File: src/rtl/time24_pkg.sv
// time24_pkg: shared types and limits for the 24-hour BCD time counter.
`default_nettype none

package time24_pkg;

  typedef enum logic [1:0] {
    RUN      = 2'd0,
    SET_HOUR = 2'd1,
    SET_MIN  = 2'd2
  } state_e;

  typedef logic [3:0] bcd_t;

  localparam int SEC_MAX  = 59;
  localparam int MIN_MAX  = 59;
  localparam int HOUR_MAX = 23;

endpackage

`default_nettype wire

File: src/rtl/bcd2_mod_cnt.sv
// bcd2_mod_cnt: two-digit BCD counter wrapping MAX -> 00, with synchronous clear.
`default_nettype none

module bcd2_mod_cnt
  import time24_pkg::*;
#(
  parameter int MAX = 59
) (
  input  logic clk_i,
  input  logic rst_ni,
  input  logic inc_i,
  input  logic clr_i,
  output bcd_t ones_o,
  output bcd_t tens_o,
  output logic wrap_o
);

  localparam bcd_t MAX_ONES = bcd_t'(MAX % 10);
  localparam bcd_t MAX_TENS = bcd_t'(MAX / 10);

  bcd_t ones_q, ones_d;
  bcd_t tens_q, tens_d;
  logic at_max;

  assign at_max = (ones_q == MAX_ONES) && (tens_q == MAX_TENS);
  assign wrap_o = inc_i && at_max;

  always_comb begin
    ones_d = ones_q;
    tens_d = tens_q;
    if (clr_i) begin
      ones_d = '0;
      tens_d = '0;
    end else if (inc_i) begin
      if (at_max) begin
        ones_d = '0;
        tens_d = '0;
      end else if (ones_q == 4'd9) begin
        ones_d = '0;
        tens_d = tens_q + 4'd1;
      end else begin
        ones_d = ones_q + 4'd1;
      end
    end
  end

  always_ff @(posedge clk_i or negedge rst_ni) begin
    if (!rst_ni) begin
      ones_q <= '0;
      tens_q <= '0;
    end else begin
      ones_q <= ones_d;
      tens_q <= tens_d;
    end
  end

  assign ones_o = ones_q;
  assign tens_o = tens_q;

endmodule

`default_nettype wire

File: src/rtl/time24_counter.sv
// time24_counter: HH:MM:SS BCD time source with button set mode and field blinking.
// Optional macro TIME24_SECCLR_EN: leaving minute-set clears seconds and restarts the prescaler.
`default_nettype none

module time24_counter
  import time24_pkg::*;
#(
  parameter int CLK_HZ = 50_000_000
) (
  input  logic       CLK,
  input  logic       nRST,
  input  logic       BTN_MODE,
  input  logic       BTN_UP,
  output logic [3:0] SEC_L,
  output logic [3:0] SEC_H,
  output logic [3:0] MIN_L,
  output logic [3:0] MIN_H,
  output logic [3:0] HOUR_L,
  output logic [3:0] HOUR_H,
  output logic       EN_HOUR,
  output logic       EN_MIN,
  output logic       EN_SEC,
  output logic       SET_MODE
);

  localparam int HALF = CLK_HZ / 2;
  localparam int PW   = (HALF > 1) ? $clog2(HALF) : 1;
  localparam logic [PW-1:0] HALF_LAST = PW'(HALF - 1);

  logic [PW-1:0] presc_q, presc_d;
  logic          phase_q, phase_d;
  logic          half_tick, sec_tick;

  logic          mode_prev_q, up_prev_q;
  logic          mode_ev, up_ev;

  state_e        state_q, state_d;
  logic          en_hour_q, en_hour_d;
  logic          en_min_q, en_min_d;
  logic          set_mode_q, set_mode_d;

  logic          sec_inc, min_inc, hour_inc, sec_clr;
  logic          sec_wrap, min_wrap, hour_wrap_unused;

  assign half_tick = (presc_q == HALF_LAST);
  assign sec_tick  = half_tick & phase_q;

  // Mode takes priority; an UP edge in the same cycle is dropped.
  assign mode_ev = BTN_MODE & ~mode_prev_q;
  assign up_ev   = BTN_UP & ~up_prev_q & ~mode_ev;

`ifdef TIME24_SECCLR_EN
  logic leave_set;
  assign leave_set = (state_q == SET_MIN) & mode_ev;
  assign sec_clr   = leave_set;
`else
  assign sec_clr   = 1'b0;
`endif

  always_comb begin
    presc_d = half_tick ? '0 : presc_q + 1'b1;
    phase_d = phase_q ^ half_tick;
`ifdef TIME24_SECCLR_EN
    if (leave_set) begin
      presc_d = '0;
      phase_d = 1'b0;
    end
`endif
  end

  always_comb begin
    state_d = state_q;
    if (mode_ev) begin
      case (state_q)
        RUN:      state_d = SET_HOUR;
        SET_HOUR: state_d = SET_MIN;
        SET_MIN:  state_d = RUN;
        default:  state_d = RUN;
      endcase
    end
    // Enables follow the next state so they change on the same edge as the state.
    en_hour_d  = !((state_d == SET_HOUR) && phase_d);
    en_min_d   = !((state_d == SET_MIN) && phase_d);
    set_mode_d = (state_d != RUN);
  end

  always_ff @(posedge CLK or negedge nRST) begin
    if (!nRST) begin
      presc_q     <= '0;
      phase_q     <= 1'b0;
      mode_prev_q <= 1'b0;
      up_prev_q   <= 1'b0;
      state_q     <= RUN;
      en_hour_q   <= 1'b1;
      en_min_q    <= 1'b1;
      set_mode_q  <= 1'b0;
    end else begin
      presc_q     <= presc_d;
      phase_q     <= phase_d;
      mode_prev_q <= BTN_MODE;
      up_prev_q   <= BTN_UP;
      state_q     <= state_d;
      en_hour_q   <= en_hour_d;
      en_min_q    <= en_min_d;
      set_mode_q  <= set_mode_d;
    end
  end

  // Carries only propagate while running; set-mode steps never ripple upward.
  assign sec_inc  = (state_q == RUN) & sec_tick;
  assign min_inc  = ((state_q == RUN) & sec_wrap) | ((state_q == SET_MIN) & up_ev);
  assign hour_inc = ((state_q == RUN) & min_wrap) | ((state_q == SET_HOUR) & up_ev);

  bcd2_mod_cnt #(.MAX(SEC_MAX)) u_sec (
    .clk_i  (CLK),
    .rst_ni (nRST),
    .inc_i  (sec_inc),
    .clr_i  (sec_clr),
    .ones_o (SEC_L),
    .tens_o (SEC_H),
    .wrap_o (sec_wrap)
  );

  bcd2_mod_cnt #(.MAX(MIN_MAX)) u_min (
    .clk_i  (CLK),
    .rst_ni (nRST),
    .inc_i  (min_inc),
    .clr_i  (1'b0),
    .ones_o (MIN_L),
    .tens_o (MIN_H),
    .wrap_o (min_wrap)
  );

  bcd2_mod_cnt #(.MAX(HOUR_MAX)) u_hour (
    .clk_i  (CLK),
    .rst_ni (nRST),
    .inc_i  (hour_inc),
    .clr_i  (1'b0),
    .ones_o (HOUR_L),
    .tens_o (HOUR_H),
    .wrap_o (hour_wrap_unused)
  );

  assign EN_HOUR  = en_hour_q;
  assign EN_MIN   = en_min_q;
  assign EN_SEC   = 1'b1;
  assign SET_MODE = set_mode_q;

endmodule

`default_nettype wire

File: config.mk
export PLATFORM = sky130hd
export DESIGN_NAME = time24_counter
export DESIGN_NICKNAME = d
export VERILOG_FILES = /design/src/rtl/time24_pkg.sv /design/src/rtl/bcd2_mod_cnt.sv /design/src/rtl/time24_counter.sv
export SDC_FILE = /design/constraint.sdc
export NUM_CORES = 1
export LEC_CHECK = 0
export BUFFER_PORTS_ARGS = -buffer_cell sky130_fd_sc_hd__buf_4
export CORE_MARGIN = 2
export CORE_UTILIZATION = 30
export CTS_BUF_LIST = sky130_fd_sc_hd__clkbuf_4
export DETAILED_ROUTE_END_ITERATION = 8
export GPL_TIMING_DRIVEN = 0
export PLACE_DENSITY = 0.56
export SLEW_MARGIN = 15
export SYNTH_ARGS = -nofsm -noshare
export SYNTH_HDL_FRONTEND = slang
export SYNTH_SLANG_ARGS = --single-unit
File: constraint.sdc
create_clock -name CLK -period 3.1 [get_ports CLK]
set_input_delay 0.465 -clock CLK [delete_from_list [all_inputs] [get_ports CLK]]
set_output_delay 0.465 -clock CLK [all_outputs]
set_load 0.03 [all_outputs]
# After elaboration in Yosys (flattened, before gate mapping)
# Cells that the tools add are included.
word_totals:
  reg_bits: 57
  output_inout_bits: 28
  word_cells: 80
  in_bits: 4
classes:
  add_sub_neg: 7
  eq_ne: 12
  muxes: 15
  n_bitwise: 15
  reduce_logical: 17
op_table:
  columns: ["op", "count"]
  rows:
  - ["$mux 4", 12]
  - ["$add 25x1->25 const B", 1]
  - ["$eq 25x25->1 const B", 1]
  - ["$mux 25", 1]
  - ["$add 4x1->4 const B", 6]
  - ["$eq 4x4->1 const B", 3]
  - ["$and 1x1->1", 9]
  - ["$eq 4x2->1 const B", 2]
  - ["$eq 4x3->1 const B", 2]
  - ["$reduce_bool 2->1", 4]
  - ["$logic_and 1x1->1", 7]
  - ["$reduce_and 2->1", 3]
  - ["$eq 2x1->1 const B", 2]
  - ["$eq 2x2->1 const B", 2]
  - ["$pmux 2 s2", 1]
  - ["$not 1->1", 3]
  - ["$logic_not 1->1", 2]
  - ["$logic_not 2->1", 1]
  - ["$mux 2", 1]
  - ["$or 1x1->1", 2]
  - ["$xor 1x1->1", 1]

# Depth between registers and ports, before layout
# Gate-level depths: netlist of the first run.
depth:
  ltp_word: 10
  ltp_mapped: 12
  mapped_depth_nobuf: 10

# Cells and area by module
# From an unflattened synthesis of the first run, not the netlist that was laid out.
hier_totals:
  cells_unflattened: 297
  area_unflattened_um2: 3051.7
modules_own_cells:
  columns: ["mod", "area_per_inst_um2", "cells_per_inst", "seq_area_each_um2", "instances"]
  rows:
  - ["time24_counter", 1602.8, 156, 828.3, 1]
  - ["bcd2_mod_cnt at u_min ...", 473.0, 45, 200.2, 2]
  - ["bcd2_mod_cnt at u_hour", 503.0, 51, 200.2, 1]

# Least setup slack after synthesis of the first run
# Ideal clock, no wire load.
synth_timing:
  path_kind: "reg-to-reg"
  start: "reg presc_q[0]"
  end: "reg u_hour.ones_q[2], in the netlist u_hour.ones_o[2]"
  n_path_buf: 1
  setup_time_ns: 0.125
  period_less_slack_ns: 3.213
  path_slack_ns: -0.113
  path_stages_with_launch: 12
  t_required_ns: 2.975
  arrival_ns: 3.088
  cell_sequence: "dfrtp_1 ha_1 nand4_1 or2_2 nor2_1 buf_2 ha_1 or3b_4 nor3b_4 a41oi_2 and2b_2 mux2_2"
synth_between:
  elab_chain_cells: 9
synth_lines:
  columns: ["item", "line", "rtl"]
  rows:
  - ["start: declaration", "time24_counter.sv:30", "logic [PW-1:0] presc_q, presc_d;"]
  - ["start signal: assignment", "time24_counter.sv:98", "presc_q <= presc_d;"]
  - ["$eq 25x25->1", "time24_counter.sv:45", "assign half_tick = (presc_q == HALF_LAST);"]
  - ["$and 1x1->1", "time24_counter.sv:46", "assign sec_tick = half_tick & phase_q;"]
  - ["$and 1x1->1", "time24_counter.sv:110", "assign sec_inc = (state_q == RUN) & sec_tick;"]
  - ["$logic_and 1x1->1", "bcd2_mod_cnt.sv:26", "assign wrap_o = inc_i && at_max;"]
  - ["$and 1x1->1", "time24_counter.sv:111", "assign min_inc = ((state_q == RUN) & sec_wrap) | ((state_q == SET_MIN) & up_ev);"]
  - ["$or 1x1->1", "time24_counter.sv:111", null]
  - ["$logic_and 1x1->1", "bcd2_mod_cnt.sv:26", null]
  - ["$and 1x1->1", "time24_counter.sv:112", "assign hour_inc = ((state_q == RUN) & min_wrap) | ((state_q == SET_HOUR) & up_ev);"]
  - ["$or 1x1->1", "time24_counter.sv:112", null]
  - ["end signal: assignment", "bcd2_mod_cnt.sv:52", "ones_q <= ones_d;"]
  - ["end: declaration", "bcd2_mod_cnt.sv:21", "bcd_t ones_q, ones_d;"]
# Every way passes these cells.
# A chain may end at the register's enable or synchronous reset.

# Worst setup path after layout of the first run
layout_timing:
  start: "reg presc_q[17]"
  end: "reg u_hour.ones_q[2], in the netlist u_hour.ones_o[2]"
# Same word-level chain as after synthesis.

==> results_dict.tcl, run 1 <==
set metrics [dict create \
    routedWlPerCell_um 12.76 \
    fmax_mhz 332.6 \
    worst_slack_ns 0.09328 \
    core_area_um2 9153 \
    num_io_pins 32 \
    ir_drop_v 0.0002107 \
    syn_inst 272 \
    ys_async_sr_fraction 1.000 \
    fin_crit_ns 3.007 \
    synth_edf_count 0 \
    ys.flop_type "dfrtp_1" \
    status "complete, no violations" \
    ys_seq_elements 57 \
    die_area_um2 10170 \
    area_delta_synth_final_pct 27.91 \
    place_ws_ns -0.3413 \
    start_util 0.3076 \
    cts.reportedPaths.clkPinSlew_ns 0.11 \
    critical_path_peak_fanout 8 \
    die_w_um 100.9 \
    avgViaCountPerCell 4.817 \
    rows 35 \
    layoutNonFillerInstCount 453 \
    cts_buffer_depth 2 \
    r2r_cells 11 \
    grt_max_degree 58 \
    report.final.hold_viol_count 0 \
    drc_errors 0 \
    cts_buffers 9 \
    port_buffers 30 \
    cts_tree "yes" \
    dpl.cell_count 413 \
    crit_required_ns 3.38 \
    grt_pass1_wl_um 9556 \
    arrival_ns 3.29 \
    critPathKind "flip-flop to flip-flop" \
    timing.rr.end "u_hour.ones_o[2]" \
    clock_skew_ns 0.01879 \
    hpwl_um 3629 \
    drt_iter0_markers 81 \
    drv_slew 0 \
    finalSetupViolCount 0 \
    antennaDiodeCount 0 \
    final_cell_mix "buf_4 (55), dfrtp_1 (54), nor2_1 (25)" \
    start_kind "flip-flop" \
    syn_area_um2 2815 \
    grt_pass1_vias 2018 \
    antenna_found_initial 0 \
    grt_remaining_overflow 0 \
    final_common_cell "buf_4" \
    cts_sinks 57 \
    p_leak_nw 1.664 \
    fillers 896 \
    period_share 0.9699 \
    die_y_um 100.9 \
    layout-drive-gt1-share 0.2836 \
    routabilityCongestion 0.7791 \
    cp-end-kind "flip-flop" \
    ys_seq_area_frac 0.5076 \
    rrSetupSlack_ns 0.09 \
    clock_tree.root_cell "clkbuf_4" \
    routed_wl_um 5782 \
    dr_total_vias 2182 \
    synth.distinct_cells 52 \
    worstHoldPathType "primary input to async pin" \
    yosysWarnings 0 \
    power_density_nw_per_um2 614.7 \
    crit_slowest_cell "dfrtp_2" \
    first_pass_iters 4 \
    synth_nets 290 \
    reg2reg_from "presc_q[17]" \
    max-cap-violations 0 \
    detail-route-antenna-nets 0 \
    clk_latency_ns 0.41 \
    rsz0062_at_grt "true" \
    tightest_slew_ns 0.9188 \
    avgSynthCellArea_um2 10.35 \
    cp_cell_sequence "nand2b_4, nor4_4, nand4_1, nor2_4, buf_6, ha_4, or3b_4, nor3b_4, a41oi_2, and2b_2, mux2_4" \
    critical-path-max-stage-delay_ns 0.45 \
    grt_use_total 0.1214 \
    nets 355 \
    timing.slew.headroom 0.3818 \
    ctsHtreeMaxLevel 3 \
]
-- worst max path at each step --
stage	start	to	slack [ns]	depth (start not counted)
final	presc_q[17]	u_hour.ones_o[2]	0.09	11
after global routing	presc_q[17]	u_hour.ones_o[2]	-0.04	11
after CTS	presc_q[17]	u_hour.ones_o[2]	0.005	11
after detailed placement	presc_q[0]	u_hour.ones_o[2]	-0.34	11
after global placement	presc_q[0]	u_hour.ones_o[2]	-0.35	11
after floorplan	presc_q[0]	u_hour.ones_o[2]	0.02	11
-- metrics by stage --
step / hold WS, ns / power [mW] / TNS [ns] / util / cell area (um^2)
after floorplan: 0.1694 / 1.331 / 0 / - / 2823
after global placement: 0.4799 / 1.537 / -2.663 / 0.3482 / 3187
after detailed placement: 0.4796 / 1.548 / -2.636 / 0.3482 / 3187
after CTS: 0.1220 / 2.245 / 0 / 0.3826 / 3502
after global routing: 0.1375 / 2.355 / -0.05454 / 0.3934 / 3601
final: 0.1197 / 2.214 / 0 / 0.3934 / 3601
-- power by group --
part	internal, mW	switching, mW	total, mW
Clock	0.402	0.280	0.682
Combinational	0.228	0.350	0.578
Sequential	0.836	0.118	0.954
-- timing repair --
action,in CTS,in global routing
cloned,0,0
resized for setup,3,10
hold buffers,0,0
buffers inserted,17,9
endpoints found under the hold margin,0,0
pin swaps,5,9
endpoints found under the setup margin,16,11
-- cells in the mapped netlist, types with 2 or more instances --
cell type | instances | area (um^2)
inv_1 | 12 | 45.04
and2b_2 | 3 | 26.28
xnor2_1 | 11 | 96.34
mux2_2 | 2 | 22.52
o21ai_0 | 14 | 70.07
xor2_1 | 12 | 105.1
nor4b_1 | 2 | 17.52
o31ai_1 | 6 | 45.04
dfrtp_1 | 55 | 1376
or2_2 | 2 | 12.51
ha_1 | 14 | 175.2
nor3_1 | 10 | 50.05
nand2_1 | 24 | 90.09
nand3b_1 | 2 | 15.01
a21oi_1 | 4 | 20.02
nor2_1 | 26 | 97.59
nand4_1 | 6 | 37.54
nand3_1 | 20 | 100.1
and3_1 | 4 | 25.02
nor4_1 | 3 | 18.77
nand2b_1 | 5 | 31.28
a21o_1 | 2 | 15.01
dfstp_2 | 2 | 52.55
or3_1 | 3 | 18.77
-- flip-flops by register name, summed over array words and instances, names as in the netlist --
name,flops
EN_HOUR,1
EN_MIN,1
u_hour.ones_o,4
state_q,2
u_min.tens_o,4
up_prev_q,1
presc_q,25
u_hour.tens_o,4
phase_q,1
u_min.ones_o,4
u_sec.tens_o,4
u_sec.ones_o,4
mode_prev_q,1
SET_MODE,1
-- critical path, delay by kind of cell (launching register included) --
kind,cells,cell delay (ns)
adders and majority gates,1,0.13
muxes,1,0.29
buffers and inverters,1,0.16
and+or+nand+nor,7,1.68
AOI/OAI and AO/OA,1,0.20
DFF,1,0.45
-- routing by layer --
layer,share of wire,up-vias,GRT usage
li1,-,1083,-
met1,0.46,1048,0.1492
met2,0.48,43,0.1938
met3,0.048,8,0.04924
met4,0.012,0,0.04004
met5,0,-,0
-- layout make-up --
| class | instances | area (um^2) | share of cell area |
|---|---|---|---|
| Buffer | 3 | 30.03 | 0.008339 |
| Clock buffer | 9 | 67.56 | 0.01876 |
| Clock inverter | 7 | 108.9 | 0.03023 |
| Inverter | 12 | 45.04 | 0.01251 |
| Multi-Input combinational cell | 200 | 1375 | 0.3819 |
| Sequential cell | 57 | 1430 | 0.3972 |
| Tap cell | 111 | 138.9 | 0.03857 |
| Timing Repair Buffer | 54 | 405.4 | 0.1126 |
-- cell families after synthesis --
logic type	count (synthesis)	share of synthesized area
simple gates	125	0.2431
flops	57	0.5076
compound gates	34	0.07823
xor+xnor	23	0.07155
buf+inv	15	0.02444
fa+ha+maj	14	0.06222
mux	3	0.01156
other cells	1	0.001332
No activity file was read; power rests on OpenSTA's default activity.
==> run 2: changes to the inputs <==
--- a/config.mk
+++ b/config.mk
@@ -5,6 +5,7 @@
 export SDC_FILE = /design/constraint.sdc
 export NUM_CORES = 1
 export LEC_CHECK = 0
+export ABC_AREA = 1
 export BUFFER_PORTS_ARGS = -buffer_cell sky130_fd_sc_hd__buf_4
 export CORE_MARGIN = 2
 export CORE_UTILIZATION = 30
==> results_dict.tcl, run 2 <==
set metrics [dict create \
    cts_buffers 9 \
    synthTopCellsByCount "nand2_1 (83), inv_1 (69), nor2_1 (59), dfrtp_1 (55), nand3_1 (34)" \
    start_util 0.3118 \
    post_cts_buffers 0 \
    arrival_ns 2.81 \
    ys_seq_area_frac 0.4399 \
    ys.flop_type "dfrtp_1" \
    cts_buffer_depth 2 \
    yosysTopAreaCellShare 0.4237 \
    num_io_pins 32 \
    grt_pass1_vias 2543 \
    avgSynthCellArea_um2 7.903 \
    synth_top_cells_by_area "dfrtp_1 (42%), nand2_1 (9.6%), inv_1 (8.0%)" \
    dr_total_vias 2663 \
    drc_errors 0 \
    yosysWarnings 0 \
    syn_inst 411 \
    cts_resized 0 \
    synth_top_area_cell "dfrtp_1" \
    first_pass_iters 4 \
    holdWs_ns 0.1131 \
    synth-compound-area-share 0.05239 \
    crit_slowest_cell "dfrtp_1" \
    layout-drive-gt1-share 0.1597 \
    start_kind "flip-flop" \
    ctsHoldBuffers 0 \
    avgViaCountPerCell 4.491 \
    rsz0062_at_grt "false" \
    syn_area_um2 3248 \
    cts_sinks 57 \
    critPathKind "flip-flop to flip-flop" \
    crit_required_ns 3.38 \
    max-cap-violations 0 \
    grt_use_total 0.1232 \
    power_density_nw_per_um2 521.4 \
    largest_reg_flops 25 \
    detail-route-antenna-nets 0 \
    status "complete, no violations" \
    setup_tns_ns 0 \
    yosysMostFrequentCell "nand2_1" \
    fin_crit_ns 2.524 \
    utilization 0.3630 \
    area_delta_synth_final_pct 16.41 \
    final_cell_mix "nand2_1 (83), inv_1 (69), nor2_1 (59)" \
    timing.slew.headroom 0.5239 \
    report.final.hold_viol_count 0 \
    worstHoldPathType "primary input to async pin" \
    r2r_cells 15 \
    die_area_um2 11680 \
    cpLargestDelayFamily "simple AND/OR/NAND/NOR gates" \
    cp_num_cells 15 \
    die_w_um 108.1 \
    routedWlPerCell_um 11.04 \
    finalSetupViolCount 0 \
    ctsHtreeMaxLevel 3 \
    synth_nets 429 \
    fmax_mhz 396.3 \
    top_register "presc_q" \
    ys_async_sr_fraction 1.000 \
    cp_num_buf_inv 1 \
    port_buffers 30 \
    synth.distinct_cells 35 \
    hpwl_um 4937 \
    drv_slew 0 \
    clk_latency_ns 0.41 \
    grt_pass1_wl_um 11360 \
    cp-startpoint "presc_q[0]" \
    die_y_um 108.1 \
    synthAdderAreaFrac 0.05393 \
    synth_top_family_by_area "simple AND/OR/NAND/NOR gates" \
    fin_total_pwr_mw 1.972 \
    critical_path_peak_fanout 7 \
    synth_edf_count 0 \
    drt_iter0_markers 178 \
    cts.reportedPaths.clkPinSlew_ns 0.12 \
    antenna_found_initial 0 \
    tightest_slew_ns 0.7141 \
    routed_wl_um 6549 \
    ys_seq_elements 57 \
    ir_drop_v 0.0003278 \
    rows 37 \
    cp-end-kind "flip-flop" \
    grt_max_degree 58 \
    p_leak_nw 1.922 \
    nets 470 \
    muxShareOfSynthArea 0 \
    period_share 0.8141 \
    cp_cell_sequence "ha_1, nand3_2, nor2_4, nand4_2, inv_1, ha_1, nand2_4, nor2_8, nand2_4, nand2_4, nand2_2, nand2_2, nand2_1, nand2_1, nand2_1" \
    routabilityCongestion 0.8958 \
    critical-path-max-stage-delay_ns 0.40 \
    synthSimpleGateAreaFrac 0.3243 \
    reg2reg_from "presc_q[0]" \
    final_common_cell "nand2_1" \
    grt_remaining_overflow 0 \
    core_area_um2 10420 \
    cts_tree "yes" \
    clock_tree.root_cell "clkbuf_4" \
    clock_skew_ns 0.02539 \
    antennaDiodeCount 0 \
    synth_xor_area_frac 0.03775 \
]
run 2: cell count changes in the layout (fill, tap and decap cells not counted), moves of 6 or more:
cell / before / now
inv_1: 12 / 69
nand2_1: 24 / 83
nor3_1: 10 / 3
buf_4: 55 / 31
nand4_1: 6 / 12
nor2_1: 25 / 59
xnor2_1: 11 / 2
nand3_1: 20 / 34
o31ai_1: 6 / 0
run 2: power breakdown:
group | internal (mW) | switching (mW) | total (mW)
clock network | 0.244 | 0.305 | 0.549
logic | 0.187 | 0.331 | 0.519
registers | 0.816 | 0.0881 | 0.904
run 2: worst register-to-register path: stages (launching register included):
cell	delay [ns]
dfrtp_1	0.40
ha_1	0.21
nand3_2	0.14
nor2_4	0.18
nand4_2	0.25
inv_1	0.23
ha_1	0.24
nand2_4	0.10
nor2_8	0.14
nand2_4	0.08
nand2_4	0.07
nand2_2	0.06
nand2_2	0.09
nand2_1	0.12
nand2_1	0.08
nand2_1	0.05
run 2: per-stage QoR:
stage | setup slack [ns] | instance area [um^2] | std cells
5_1_grt | 0.3139 | 3781 | 593
3_5_place_dp | 0.5468 | 3643 | 577
6_report | 0.5764 | 3781 | 593
4_1_cts | 0.5184 | 3781 | 593
3_3_place_gp | 0.5599 | 3643 | 577
2_1_floorplan | 0.9697 | 3248 | 411
run 2: cell families (layout without fill, tap and decap cells):
| kind of cell | count (synthesis) | in the layout |
|---|---|---|
| buffers and inverters | 73 | 119 |
| AND/OR/NAND/NOR | 220 | 220 |
| flip-flops | 57 | 57 |
| XOR/XNOR | 14 | 14 |
| other | 1 | 1 |
| AO/OA/AOI/OAI | 32 | 32 |
| adder cells (fa/ha/maj) | 14 | 14 |
run 2: area by class of cell:
| class | instances | area (um^2) |
|---|---|---|
| plain buffers | 4 | 35.03 |
| clock buffers | 9 | 67.56 |
| clock inverters | 7 | 70.07 |
| fillers | 1072 | 6635 |
| inverters | 69 | 259.0 |
| multi-input cells | 281 | 1525 |
| flip-flops and latches | 57 | 1429 |
| well taps | 136 | 170.2 |
| repair buffers | 30 | 225.2 |
run 2: layer usage:
layer  GRT usage  vias to the layer above  wire (um)  part of all wire
li1            -                     1378          -                 -
met1      0.1574                     1237       3090              0.47
met2      0.1954                       35       3086              0.47
met3     0.03918                       13        238             0.036
met4     0.04579                        0        133             0.020
met5           0                        -          0                 0
run 2: path summary, 6_finish.rpt:
path	end	slack, ns
min reg2reg	presc_q[0]	0.49
max reg2reg	u_hour.tens_o[3]	0.58
min in group CLK	mode_prev_q	0.18
min	presc_q[9]	0.11
max in group asynchronous	presc_q[22]	2.51
max	u_hour.tens_o[3]	0.58
